### src/rtl/rx_bit_timer.sv
// rx_bit_timer: bit-timing controller for the serial receive path.
// Divides the clock into CLKS_PER_BIT-cycle bit periods, strobes shift_enable
// once per bit at phase SAMPLE_POINT, and pulses packet_done after
// BITS_PER_PKT bits.
// Optional macro RX_TIMER_RESYNC_EN: when defined, a resync pulse during
// COUNT realigns the bit phase; when undefined, resync is ignored.
module rx_bit_timer #(
   parameter int CLKS_PER_BIT = 8,
   parameter int SAMPLE_POINT = 3,
   parameter int BITS_PER_PKT = 8
) (
   input  logic                            clk,
   input  logic                            n_rst,
   input  logic                            enable_timer,
   input  logic                            resync,
   output logic                            shift_enable,
   output logic                            packet_done,
   output logic [$clog2(BITS_PER_PKT)-1:0] bit_index,
   output logic                            timer_active
);

   localparam int CW = $clog2(CLKS_PER_BIT);
   localparam int BW = $clog2(BITS_PER_PKT);

   localparam logic [CW-1:0] CLK_LAST = CW'(CLKS_PER_BIT - 1);
   localparam logic [CW-1:0] SAMPLE   = CW'(SAMPLE_POINT);
   localparam logic [BW-1:0] BIT_LAST = BW'(BITS_PER_PKT - 1);

   typedef enum logic [1:0] {
      IDLE,
      COUNT,
      DONE
   } state_t;

   state_t        state, state_nx;
   logic [CW-1:0] clk_cnt, clk_nx;
   logic [BW-1:0] bit_cnt, bit_nx;

`ifndef RX_TIMER_RESYNC_EN
   logic unused_resync;
   assign unused_resync = resync;
`endif

   // State and counter registers with synchronous active-low reset.
   always_ff @(posedge clk) begin
      if (!n_rst) begin
         state   <= IDLE;
         clk_cnt <= '0;
         bit_cnt <= '0;
      end else begin
         state   <= state_nx;
         clk_cnt <= clk_nx;
         bit_cnt <= bit_nx;
      end
   end

   // Next-state and counter update; abort (enable low) wins over everything.
   always_comb begin
      state_nx = state;
      clk_nx   = clk_cnt;
      bit_nx   = bit_cnt;
      case (state)
         IDLE: begin
            clk_nx = '0;
            bit_nx = '0;
            if (enable_timer) state_nx = COUNT;
         end
         COUNT: begin
            if (!enable_timer) begin
               state_nx = IDLE;
               clk_nx   = '0;
               bit_nx   = '0;
            end
`ifdef RX_TIMER_RESYNC_EN
            else if (resync) begin
               // The resync cycle counts as phase 0, so the next phase is 1.
               if (clk_cnt <= SAMPLE) begin
                  clk_nx = CW'(1);
               end else if (bit_cnt == BIT_LAST) begin
                  // DONE restarts from zero counters regardless of phase.
                  state_nx = DONE;
                  clk_nx   = '0;
                  bit_nx   = '0;
               end else begin
                  clk_nx = CW'(1);
                  bit_nx = bit_cnt + BW'(1);
               end
            end
`endif
            else if (clk_cnt == CLK_LAST) begin
               if (bit_cnt == BIT_LAST) begin
                  state_nx = DONE;
                  clk_nx   = '0;
                  bit_nx   = '0;
               end else begin
                  clk_nx = '0;
                  bit_nx = bit_cnt + BW'(1);
               end
            end else begin
               clk_nx = clk_cnt + CW'(1);
            end
         end
         DONE: begin
            clk_nx   = '0;
            bit_nx   = '0;
            state_nx = enable_timer ? COUNT : IDLE;
         end
         default: begin
            state_nx = IDLE;
            clk_nx   = '0;
            bit_nx   = '0;
         end
      endcase
   end

   // Outputs decoded purely from registered state and counters.
   always_comb begin
      shift_enable = (state == COUNT) && (clk_cnt == SAMPLE);
      packet_done  = (state == DONE);
      timer_active = (state == COUNT);
      bit_index    = bit_cnt;
   end

endmodule
### config.mk
export PLATFORM = sky130hd
export DESIGN_NAME = rx_bit_timer
export DESIGN_NICKNAME = d
export VERILOG_FILES = /design/src/rtl/rx_bit_timer.sv
export SDC_FILE = /design/constraint.sdc
export NUM_CORES = 1
export LEC_CHECK = 0
export BUFFER_PORTS_ARGS = -buffer_cell sky130_fd_sc_hd__clkbuf_2
export CORE_AREA = 2 2 39 41
export DETAILED_ROUTE_END_ITERATION = 6
export DIE_AREA = 0 0 41 43
export SYNTH_ARGS = -nofsm -noshare
export SYNTH_HDL_FRONTEND = slang
export SYNTH_SLANG_ARGS = --single-unit
### constraint.sdc
create_clock -name clk -period 1.3 [get_ports clk]
set_input_delay 0.13 -clock clk [delete_from_list [all_inputs] [get_ports clk]]
set_output_delay 0.13 -clock clk [all_outputs]
set_load 0.01 [all_outputs]
==> flow_summary.yaml <==
global_routing:
  track_usage_pct: 10.1
  overflow: 0
  grt_pass1_vias: 263
  grt_max_degree: 8
  grt_pass1_wl_mm: 1.14
  antenna_found_initial: 0
sta:
  skew_ps: 6.37
  slew_headroom_pct: 84.9
  hold_violations: 0
  drv_slew: 0
  setup_viol: 0
  grt_setup_unrepaired: "false"
  tightestPinTransition_ps: 225
  fmax_ghz: 0.794
  whs_ps: 103
  fin_crit_sh_pct: 96.9
  finalCriticalPeriod_ps: 1260
layout:
  syn2layout_area_growth_pct: 35.6
  drive_above_1_share_pct: 49.0
  fill_cells: 140
  layout_common_cells: "clkbuf_2 (7), dfxtp_1 (5), buf_4 (4), dfxtp_2 (3), clkbuf_4 (3)"
  multi_input_area_um2: 214
  fin_nets: 60
  stdcell_count: 65
  seq_area_um2: 164
  n_antenna_cell: 0
  final_common_cell: "clkbuf_2"
outcome:
  status: "finished clean"
yosys:
  ys_types: 18
  ys.warnings.count: 0
  syn_area_per_cell_um2: 10.5
  ys_seq_area_share_pct: 43.4
  yosys_register_bits: 8
  synth_area_um2: 369
  synth_cells: 35
  synth_nets: 44
critical_path:
  arrival_ps: 1450
  path_class: "flip-flop to flip-flop"
  crit_fanout: 4
  start_kind: "flip-flop"
  setup.worst_path.end_class: "flip-flop"
  required_ps: 1490
power:
  power_density_nw_per_um2: 914
  p_leak_uw: 0.000232
  vdd_drop_max_uv: 426
placement:
  hpwl_um: 456
  place_inst: 62
  place_congestion: 0.684
  numPortBuffers: 8
clock_tree:
  cts_root_buf: "clkbuf_4"
  h-tree-depth: 1
  cts_tree: "yes"
  clkTransAtPathRegs_ps: 60
  post-cts-setup-buffers: 0
  clkLatencyLatePin_ps: 260
  cts_buffers: 3
  cts_sinks: 8
  cts_buffer_depth: 2
route:
  wl_um: 665
  drc: 0
  drtPass1Iterations: 4
  ant_nets: 0
  dr_total_vias: 309
  drt_iter0_drc: 7
  viasPerCell: 4.75
  wl_per_cell_um: 10.2
floorplanning:
  die_area_um2: 1760
  rows: 14
  die_h_um: 43
  io_pins: 10
  die_x_um: 41
  coreArea_um2: 1380
  start_util_pct: 26.7
min_path:
  min_path_type: "primary input to flip-flop"
run:
  max_cap_violations: 0
[path summary, 6_finish.rpt]
check | startpoint | endpoint | slack, ps | depth (start not counted)
setup / recovery | bit_index[0] | bit_index[0] | 40 | 4
hold / removal | enable_timer | state[0] | 100 | 3
setup reg to reg | bit_index[0] | bit_index[0] | 40 | 4
hold reg to reg | clk_cnt[0] | clk_cnt[0] | 430 | 1
[worst max-delay path, stage by stage (launching register included)]
cell and delay [ps]:
dfxtp_2 340, ha_1 200, ha_1 190, or3b_1 360, a21oi_2 110
[flip-flops by register name, summed over array words and instances (netlist names)]
| signal | flops |
|---|---|
| clk_cnt | 3 |
| state | 2 |
| bit_index | 3 |
[layer usage]
layer	vias up	track usage (%)	share of wire (%)	wire length, µm
met5	-	0	0	0
met4	0	10.0	6.3	42
met3	5	3.14	6.8	45
met2	16	12.2	40	266
met1	139	13.1	47	312
li1	149	-	-	-
[synth_stat cells (all sizes together)]
master | count | area (µm²)
dfxtp | 8 | 160
ha | 5 | 62.6
a21oi | 3 | 18.8
nand2 | 2 | 7.51
nand2b | 2 | 12.5
nor2 | 2 | 7.51
nor2b | 2 | 12.5
nor3 | 2 | 10.0
a21o | 1 | 7.51
and2 | 1 | 6.26
buf | 1 | 11.3
inv | 1 | 3.75
mux2i | 1 | 10.0
nand3b | 1 | 7.51
nand4b | 1 | 15.0
nor3b | 1 | 7.51
or3b | 1 | 8.76
[kinds of logic after synthesis]
| kind of cell | count (synthesis) | share of synthesized area, % |
|---|---|---|
| buffers and inverters | 2 | 4.07 |
| multiplexers | 1 | 2.71 |
| AO/OA/AOI/OAI | 4 | 7.12 |
| flip-flops | 8 | 43.4 |
| adder cells (fa/ha/maj) | 5 | 16.9 |
| AND/OR/NAND/NOR | 15 | 25.8 |
[through the flow]
step                total power [µW]  TNS [ps]  worst slack (ps)  util [%]  area [µm²]
global route                     481         0              4.44      36.2         500
global placement                 268         0              15.5      32.4         448
finish                           457         0              40.5      36.2         500
floorplan                        261         0              31.2         -         369
CTS                              466         0              8.62      35.2         487
detailed placement               268     -10.5             -10.5      32.4         448
[cell type report]
| cell class | instances | area share [%] |
|---|---|---|
| clock buffers | 3 | 4.50 |
| repair buffers | 12 | 15.3 |
| well taps | 16 | 4.00 |
| flip-flops and latches | 8 | 32.7 |
| inverters | 1 | 0.750 |
| multi-input cells | 25 | 42.7 |
[report_power, final]
| group | internal (µW) | leakage (µW) | total [µW] | switching [µW] |
|---|---|---|---|---|
| registers | 248 | 0.0000663 | 251 | 2.61 |
| clock network | 106 | 0.0000138 | 194 | 87.8 |
| logic | 6.09 | 0.000152 | 12.9 | 6.83 |
[repair_timing]
action / 4_1_cts / 5_1_grt
pin swaps: 0 / 2
resized for setup: 4 / 6
hold buffers: 0 / 0
setup endpoints to repair: 2 / 3
Power figures use the tool's default switching activity.
